===== src/rtl/if_pkg.sv =====
// Purpose : shared types and defaults for the instruction-fetch queue.
// Latency : n/a (declarations only).
// Backpressure: n/a.
//
// Contents: fetch FSM encoding, default RESET_PC/WRAP_PC values, and the
// queue-entry layout {inst, pc}. The entry is stored as one packed word with
// the instruction in the upper half and its PC in the lower half.
package if_pkg;

    localparam int unsigned IF_XLEN      = 32;
    localparam logic [31:0] DEF_RESET_PC = 32'h0000_0000;
    localparam logic [31:0] DEF_WRAP_PC  = 32'h0000_0088;

    typedef enum logic [1:0] {
        ST_IDLE  = 2'd0,
        ST_RUN   = 2'd1,
        ST_FLUSH = 2'd2
    } fetch_state_t;

    // Entry layout at the default datapath width; the queue keeps the same
    // bit order ({inst, pc}) for any XLEN.
    typedef struct packed {
        logic [IF_XLEN-1:0] inst;
        logic [IF_XLEN-1:0] pc;
    } q_entry_t;

endpackage


===== src/rtl/fetch_fifo.sv =====
// Purpose : small synchronous FIFO holding fetched {inst, pc} entries.
// Latency : entry pushed at an edge is visible at the head after that edge.
// Backpressure: push is dropped only when full without a same-cycle pop;
//               the producer is expected to reserve space before issuing.
//
// Ports: CPUCLK/reset (sync, active low), flush (sync clear, wins over
// push/pop), push_vld/push_dat, pop_vld, head_dat (head entry), count.
module fetch_fifo #(
    parameter int unsigned DEPTH = 2,
    parameter int unsigned WIDTH = 64,
    parameter int unsigned CW    = $clog2(DEPTH + 1)
) (
    input  logic             CPUCLK,
    input  logic             reset,
    input  logic             flush,
    input  logic             push_vld,
    input  logic [WIDTH-1:0] push_dat,
    input  logic             pop_vld,
    output logic [WIDTH-1:0] head_dat,
    output logic [CW-1:0]    count
);

    localparam int unsigned AW = (DEPTH > 1) ? $clog2(DEPTH) : 1;

    logic [WIDTH-1:0] mem [DEPTH];
    logic [AW-1:0]    wr_ptr;
    logic [AW-1:0]    rd_ptr;
    logic             wr_en;
    logic             rd_en;

    // A full queue may still accept a push when the head leaves the same cycle.
    assign rd_en = pop_vld && (count != '0);
    assign wr_en = push_vld && ((count != CW'(DEPTH)) || rd_en);

    always_ff @(posedge CPUCLK) begin
        if (!reset || flush) begin
            wr_ptr <= '0;
            rd_ptr <= '0;
            count  <= '0;
        end else begin
            if (wr_en) begin
                wr_ptr <= wr_ptr + AW'(1);
            end
            if (rd_en) begin
                rd_ptr <= rd_ptr + AW'(1);
            end
            count <= count + CW'(wr_en) - CW'(rd_en);
        end
    end

    // Storage needs no reset: the head is only consumed while count != 0.
    always_ff @(posedge CPUCLK) begin
        if (wr_en) begin
            mem[wr_ptr] <= push_dat;
        end
    end

    assign head_dat = mem[rd_ptr];

endmodule


===== src/rtl/if_fetch_q.sv =====
// Purpose : instruction fetch with PC generation, redirect flush and a
//           small decoupling queue toward decode.
// Latency : request to out_valid is 2 cycles; 1 instruction/cycle sustained.
// Backpressure: out_ready low holds the head; fetch stops issuing once
//               queued + in-flight entries would reach FIFO_DEPTH.
//
// Ports: CPUCLK, reset (sync, active low); redirect_valid/redirect_addr
// (taken-branch target); out_ready (decode accept); imem_en/imem_addr/
// imem_rdata (external ROM, 1-cycle read); out_valid/out_inst/out_pc/
// out_pc_add_4 (queue head).
module if_fetch_q
    import if_pkg::*;
#(
    parameter int unsigned     XLEN       = 32,
    parameter int unsigned     IMEM_AW    = 7,
    parameter int unsigned     FIFO_DEPTH = 2,
    parameter logic [XLEN-1:0] RESET_PC   = XLEN'(DEF_RESET_PC),
    parameter logic [XLEN-1:0] WRAP_PC    = XLEN'(DEF_WRAP_PC)
) (
    input  logic               CPUCLK,
    input  logic               reset,
    input  logic               redirect_valid,
    input  logic [XLEN-1:0]    redirect_addr,
    input  logic               out_ready,
    input  logic [XLEN-1:0]    imem_rdata,
    output logic               imem_en,
    output logic [IMEM_AW-1:0] imem_addr,
    output logic               out_valid,
    output logic [XLEN-1:0]    out_inst,
    output logic [XLEN-1:0]    out_pc,
    output logic [XLEN-1:0]    out_pc_add_4
);

    localparam int unsigned CW = $clog2(FIFO_DEPTH + 1);

    fetch_state_t      state;
    fetch_state_t      state_nxt;
    logic [XLEN-1:0]   fetch_pc;
    logic [XLEN-1:0]   fetch_pc_nxt;
    logic              inflight;
    logic              req_epoch;
    logic [XLEN-1:0]   req_pc;
    logic              epoch;
    logic              issue;
    logic              pop;
    logic              push;
    logic [CW:0]       occ_sum;
    logic [CW-1:0]     q_count;
    logic [2*XLEN-1:0] q_head;
    logic [1:0]        unused_redirect_lsb;

    assign unused_redirect_lsb = redirect_addr[1:0];

    assign out_valid = (q_count != '0);
    assign pop       = out_valid && out_ready;

    // Reserve a queue slot for every outstanding request so a response can
    // always be written; a same-cycle pop frees one slot early.
    assign occ_sum = {1'b0, q_count} + (CW + 1)'(inflight) - (CW + 1)'(pop);
    assign issue   = reset && !redirect_valid && (occ_sum < (CW + 1)'(FIFO_DEPTH));

    // A response is kept only if it belongs to the current epoch and is not
    // cancelled by a redirect in its own cycle.
    assign push = inflight && (req_epoch == epoch) && !redirect_valid
                  && (state != ST_FLUSH);

    always_comb begin
        fetch_pc_nxt = fetch_pc;
        if (redirect_valid) begin
            fetch_pc_nxt = {redirect_addr[XLEN-1:2], 2'b00};
        end else if (!issue) begin
            fetch_pc_nxt = fetch_pc;
        end else if (fetch_pc == WRAP_PC) begin
            fetch_pc_nxt = RESET_PC;
        end else begin
            fetch_pc_nxt = fetch_pc + XLEN'(4);
        end
    end

    always_comb begin
        state_nxt = state;
        unique case (state)
            ST_IDLE:  state_nxt = redirect_valid ? ST_FLUSH : ST_RUN;
            ST_RUN:   state_nxt = redirect_valid ? ST_FLUSH : ST_RUN;
            ST_FLUSH: state_nxt = redirect_valid ? ST_FLUSH : ST_RUN;
            default:  state_nxt = ST_IDLE;
        endcase
    end

    always_ff @(posedge CPUCLK) begin
        if (!reset) begin
            state <= ST_IDLE;
        end else begin
            state <= state_nxt;
        end
    end

    always_ff @(posedge CPUCLK) begin
        if (!reset) begin
            fetch_pc  <= RESET_PC;
            inflight  <= 1'b0;
            req_epoch <= 1'b0;
            req_pc    <= '0;
            epoch     <= 1'b0;
        end else begin
            fetch_pc <= fetch_pc_nxt;
            inflight <= issue;
            if (issue) begin
                req_pc    <= fetch_pc;
                req_epoch <= epoch;
            end
            if (redirect_valid) begin
                epoch <= ~epoch;
            end
        end
    end

    fetch_fifo #(
        .DEPTH (FIFO_DEPTH),
        .WIDTH (2 * XLEN),
        .CW    (CW)
    ) u_fifo (
        .CPUCLK   (CPUCLK),
        .reset    (reset),
        .flush    (redirect_valid),
        .push_vld (push),
        .push_dat ({imem_rdata, req_pc}),
        .pop_vld  (pop),
        .head_dat (q_head),
        .count    (q_count)
    );

    assign imem_en   = issue;
    assign imem_addr = fetch_pc[IMEM_AW+1:2];

    // Head fields read as zero while empty, giving the reset-state outputs.
    assign out_inst     = out_valid ? q_head[2*XLEN-1:XLEN] : '0;
    assign out_pc       = out_valid ? q_head[XLEN-1:0] : '0;
    assign out_pc_add_4 = out_pc + XLEN'(4);

endmodule


===== config.mk =====
export PLATFORM = sky130hd
export DESIGN_NAME = if_fetch_q
export DESIGN_NICKNAME = d
export VERILOG_FILES = /design/src/rtl/if_pkg.sv /design/src/rtl/fetch_fifo.sv /design/src/rtl/if_fetch_q.sv
export SDC_FILE = /design/constraint.sdc
export NUM_CORES = 1
export LEC_CHECK = 0
export BUFFER_PORTS_ARGS = -buffer_cell sky130_fd_sc_hd__buf_2
export CORE_ASPECT_RATIO = 0.8
export CORE_UTILIZATION = 57
export CTS_CLUSTER_SIZE = 20
export DETAILED_ROUTE_END_ITERATION = 16
export GPL_ROUTABILITY_DRIVEN = 0
export PLACE_DENSITY = 0.9
export SLEW_MARGIN = 20
export SYNTH_ARGS = -nofsm -noshare
export SYNTH_HDL_FRONTEND = slang
export SYNTH_HIERARCHICAL = 1
export SYNTH_SLANG_ARGS = --single-unit
export TNS_END_PERCENT = 5

===== constraint.sdc =====
create_clock -name CPUCLK -period 13.8 [get_ports CPUCLK]
set_clock_uncertainty 0.15 [all_clocks]
set_input_delay 2.07 -clock CPUCLK [delete_from_list [all_inputs] [get_ports CPUCLK]]
set_output_delay 2.07 -clock CPUCLK [all_outputs]
set_load 0.05 [all_outputs]

Word level (Yosys, flattened, before mapping)
Memories as Yosys holds them, arrays and structs flattened. A register that Yosys moved wholly into a read port is not among the register bits.
Index checks and enable logic that the tools add are counted.
- memories kept: 1
- flip-flop bits (word level): 73
- bits of input ports: 68
- memory bits (read-only): 0
- output and inout port bits: 105
- bits in latches: 0
- bits in writable memories: 128
- reduce and logical (&&, ||, !) cells: 18
- div/mod/pow operators: 0
- equality and inequality tests: 6
- $add $sub $neg: 8
- shifts and indexed selects: 0
- $lt $le $gt $ge: 1
- multipliers: 0
- bitwise logic cells: 2
- mux-type cells: 10
- memories (name ; depth ; bits a word ; rd ports ; clocked after Yosys merged registers in ; write ports ; RTL line ; text):
    u_fifo.mem ; 2 ; 64 ; 1 ; 1 ; 1 ; fetch_fifo.sv:25 ; logic [WIDTH-1:0] mem [DEPTH];
- operators with widths (operator ; number):
    $mux 32 ; 5
    $add 32x3->32 const B ; 2
    $eq 32x8->1 const B ; 1
    $logic_and 1x1->1 ; 8
    $mux 1 ; 4
    $ne 2x2->1 const B ; 2
    $reduce_bool 2->1 ; 2
    $add 2x1->3 ; 1
    $lt 3x2->1 const B ; 1
    $reduce_or 3->1 ; 1
    $sub 3x1->3 ; 1
    $add 1x1->1 const B ; 2
    $add 2x1->2 ; 1
    $eq 2x1->1 const B ; 1
    $eq 2x2->1 const B ; 1
    $logic_not 1->1 ; 2
    $logic_not 2->1 ; 1
    $logic_or 1x1->1 ; 2
    $mux 2 ; 1
    $not 1->1 ; 2
    $reduce_and 2->1 ; 1
    $reduce_or 2->1 ; 1
    $sub 2x1->2 ; 1
    $eq 1x1->1 ; 1

Depth between registers and ports, before layout
- depth after elaboration: 7
- gate-level depth with buffers: 15
- mapped depth without buffers: 12

Hierarchy
Netlist, hierarchy kept.
- modules (own cells, without submodules) (module ; area an instance (um2) ; sequential area each (um2) ; cells each ; instances):
    fetch_fifo ; 5175.0 ; 3943.8 ; 225 ; 1
    if_fetch_q ; 4409.2 ; 1381.3 ; 595 ; 1

Least setup slack after synthesis
No wires, ideal clock.
- kind: input to output
- from: in out_ready
- to: out imem_en
- buffers on the path: 2
- arrival: 4.460 ns
- path slack: 7.120 ns
- stages: 9
- cells stage by stage: and2_1 -> ha_1 -> nand2b_1 -> fa_1 -> xnor2_1 -> nand3_1 -> inv_1 -> clkbuf_1 -> buf_1
- cells in the longest elaborated chain, start to end: 4
- ends and longest elaborated chain (what ; RTL line ; text):
    start, declared ; if_fetch_q.sv:24 ; input logic out_ready,
    $logic_and 1x1->1 ; if_fetch_q.sv:55 ; assign pop = out_valid && out_ready;
    $sub 3x1->3 ; if_fetch_q.sv:59 ; assign occ_sum = {1'b0, q_count} + (CW + 1)'(inflight) - (CW + 1)'(pop);
    $lt 3x2->1 ; if_fetch_q.sv:60 ; assign issue = reset && !redirect_valid && (occ_sum < (CW + 1)'(FIFO_DEPTH));
    $logic_and 1x1->1 ; if_fetch_q.sv:60 ;
    end, declared ; if_fetch_q.sv:26 ; output logic imem_en,
Every way passes these cells.

Final worst setup path
- from: in out_ready
- to: out imem_en
- cells in the longest elaborated chain, start to end: 4
- ends and longest elaborated chain (what ; RTL line ; text):
    $logic_and 1x1->1 ; if_fetch_q.sv:55 ;
    named net pop ; if_fetch_q.sv:45 ; logic pop;
    $sub 3x1->3 ; if_fetch_q.sv:59 ;
    $lt 3x2->1 ; if_fetch_q.sv:60 ;
    $logic_and 1x1->1 ; if_fetch_q.sv:60 ;
The timed path passes the listed nets, and every way through them passes these cells.

==> key figures <==
Outcome
  – Status: completed

Clock network
  – # hold bufs at CTS: 0
  – CTS tree: built
  – CTS H-tree depth: 1
  – Worst-Skew Late Latency: ~0.48 ns
  – CTS Buffer Depth: 3
  – CTS resizes: 0
  – Setup bufs post-CTS: 0
  – Clk root buf: clkbuf_16
  – CTS clk-pin slew, worst paths: 0.06 ns
  – Clk sink count: a little over 200
  – Clock buffer count from CTS: 20

Job
  – Maxcap violations: 0

Global route
  – GR Util met3: 0.0407
  – Most Crowded Layer GR: met2
  – Met2 Use GR: 0.383
  – Antenna violations before repair: 0
  – Largest net degree at the start of global routing: 64
  – GRT overflow: 0
  – Total Routing Usage GR: 0.240
  – Met1 Use GR: 0.341
  – Number of global-route vias before repair: 6,399
  – First-pass GRT wire length: approximately 33,000 µm

Setup path
  – Critical path's top delay family: adder cells
  – Bufs and invs on worst path: 3
  – Critical Path RT: approximately 12 ns
  – Critical-path top delay cell: fa_1
  – Cell Chain, Critical Path: buf_2 > and2_1 > ha_1 > nand2b_1 > fa_1 > xnor2_1 > nand3_1 > inv_1 > buf_2
  – Crit Path Class: in -> out
  – Worst endpoint data arrival time: 4.02 ns
  – Crit-path max cell delay: 0.38 ns
  – CP most frequent cell: buf_2
  – Critical path launch point type: input pin
  – CP Max Fanout: 3
  – Worst setup EP type: output pin

Drt
  – Via density: 5.69
  – WL/cell: around 18 µm
  – DRT Pass-1 Iters: 7
  – Detailed-route via count: 6,781
  – Final ANT Viol Nets: 0
  – Number of DRC markers in iteration 0: just under 600
  – DRC: 0
  – Total Wirelength: 21,100 µm

Place
  – Post-Place Worst Slack: ~7.6 ns
  – Port buffer count: 170
  – Placed inst area: roughly 10,000 µm²
  – Detailed Place HPWL: between 10,000 and 15,000 µm

Min path
  – Worst Hold Class: reg -> reg

Floorplanning
  – Num ports: between 150 and 200
  – Area of the die: 17,300 µm²
  – Die span in x: around 150 µm
  – Die Y: 118 µm
  – Starting Density: 0.581
  – Core area: ~17,000 µm²
  – FP Rows: 42

Yosys
  – Ys flop type: edfxtp_1
  – Mapped Area: 9580 µm²
  – Seq/Total Area, Yosys: 0.556
  – Gate Count Post-Synth: slightly above 800
  – Number of synthesized register bits: 202
  – Post-synth EDFFs: 128
  – Synth unique cells: 62
  – Fraction of registers with async set/reset: 0
  – Net Count, Synth: 895
  – Syn Area/Cell: 11.7 µm²
  – YS warnings: 6

Layout
  – Finished Cell Area: 11,100 µm²
  – Final Net Count: 1,032
  – Most common cell after layout, fill and taps aside: buf_2
  – Commonest cells after routing, fill and taps aside: buf_2 (170), edfxtp_1 (128), nand2_1 (106)
  – Layout filler cell count: 1,176
  – Share of cells above drive strength 1: 0.297
  – N_diodes: 0
  – Area growth, synth to finish: 15.5%

Timing
  – PnR worst setup slack: 7.56 ns
  – Setup TNS Final: 0 ns
  – Period utilization: 0.452
  – Min Tclk post-route: 6.24 ns
  – Worst rel slew slack: 0.325
  – Tightest Pin Transition: 0.998 ns
  – Unrepaired setup endpoints after global routing: no
  – # setup viols final: 0
  – Slew Limit Fails: 0
  – F_max: about 160 MHz
  – Final Hold Vio Count: 0

Power and ir drop
  – Sequential share of power: 0.517
  – Power Density: 118 nW/µm²
  – P_int: 0.00102 W
  – Standby leakage power: 4.41 nW
  – Sw Ratio: 0.221
  – Combinational Power Share: 0.066
  – Switch Pwr: 0.000289 W
  – Clock power share: 0.417
  – VDD IR max: 0.0898 mV
[routing by layer]
| metal | vias up | part of all wire |
|---|---|---|
| met3 | 33 | 0.076 |
| met4 | 0 | 0.019 |
| met5 | - | 0 |
| met1 | 3208 | 0.44 |
| li1 | 3225 | - |
| met2 | 315 | 0.46 |
[through the flow]
step	hold WS, ns	instances	util	total power, W
after floorplan	0.265	820	-	0.000745
after global placement	0.277	1155	0.631	0.000768
after detailed placement	0.291	1155	0.631	0.000772
after CTS	0.302	1191	0.671	0.00131
after global routing	0.307	1191	0.671	0.00134
final	0.302	1191	0.671	0.00131
[sequential cells by signal (all words and copies together) (netlist names), named ones only]
register	flops
state	2
u_fifo/mem	128
req_epoch	1
fetch_pc	32
u_fifo/rd_ptr	1
inflight	1
req_pc	32
epoch	1
u_fifo/count	2
u_fifo/wr_ptr	1
[power by group through the flow]
stage	Clock, W	Combinational [W]	Sequential [W]
final	0.000545	0.0000857	0.000675
after global routing	0.000573	0.0000930	0.000676
after CTS	0.000553	0.0000855	0.000674
after detailed placement	0	0.0000847	0.000687
after global placement	0	0.0000826	0.000686
after floorplan	0	0.0000666	0.000678
[synthesized netlist by cell type (7+ instances only)]
cell type	n	area (µm²)
nand3_1	19	95.1
dfxtp_1	74	1480
clkbuf_1	30	113
nand4_1	13	81.3
o21ai_0	10	50.1
buf_4	9	67.6
mux2_4	60	901
inv_1	21	78.8
nor3_1	18	90.1
a21oi_1	41	205
edfxtp_1	128	3840
buf_1	8	30.0
and2_1	63	394
xor2_1	17	149
nor2_1	24	90.1
nand2_1	106	398
buf_2	7	35.0
a31oi_1	14	87.6
nor4_1	18	113
xnor2_1	23	201
nand3b_1	9	67.6
a22oi_1	11	82.6
[final timing paths]
| path | from | endpoint | slack [ns] | cells past startpoint |
|---|---|---|---|---|
| worst max-delay path | out_ready | imem_en | 7.56 | 9 |
| worst min-delay path | req_pc[17]$_SDFFE_PN0P_ | u_fifo/mem[0][17]$_DFFE_PP_ | 0.30 | 0 |
| worst max register to register | u_fifo/count[1]$_SDFF_PP0_ | fetch_pc[19]$_SDFFE_PN0P_ | 9.00 | 13 |
| worst min register to register | req_pc[17]$_SDFFE_PN0P_ | u_fifo/mem[0][17]$_DFFE_PP_ | 0.30 | 0 |
[kinds of logic (layout without fill, tap and decap cells)]
kind of cell | Yosys count | count (layout) | synth area share
AOI/OAI and AO/OA | 106 | 106 | 0.0731
muxes | 67 | 67 | 0.102
adders and majority gates | 7 | 7 | 0.00992
xor gates and xnor gates | 40 | 40 | 0.0366
DFF | 202 | 202 | 0.556
and+or+nand+nor | 313 | 313 | 0.174
buffers and inverters | 85 | 236 | 0.0488
[worst reg2reg max path: stages, from the launching register on]
cell,delay (ns)
dfxtp_1,0.60
nor2_1,0.18
inv_1,0.13
buf_4,0.44
and2_1,0.32
ha_1,0.27
nand2b_1,0.16
fa_1,0.38
xnor2_1,0.28
nand3_1,0.16
buf_4,0.32
a21o_1,0.42
or4_1,0.61
a221oi_1,0.28
[cell type report]
cell class	count	area, µm²	share of cell area
well taps	220	275	0.0249
inverters	23	86.3	0.00780
flip-flops and latches	202	5330	0.481
clock inverters	9	93.8	0.00847
repair buffers	177	903	0.0816
multi-input cells	533	3810	0.344
clock buffers	27	573	0.0518
Note: power is estimated with default switching activity, not from simulation.
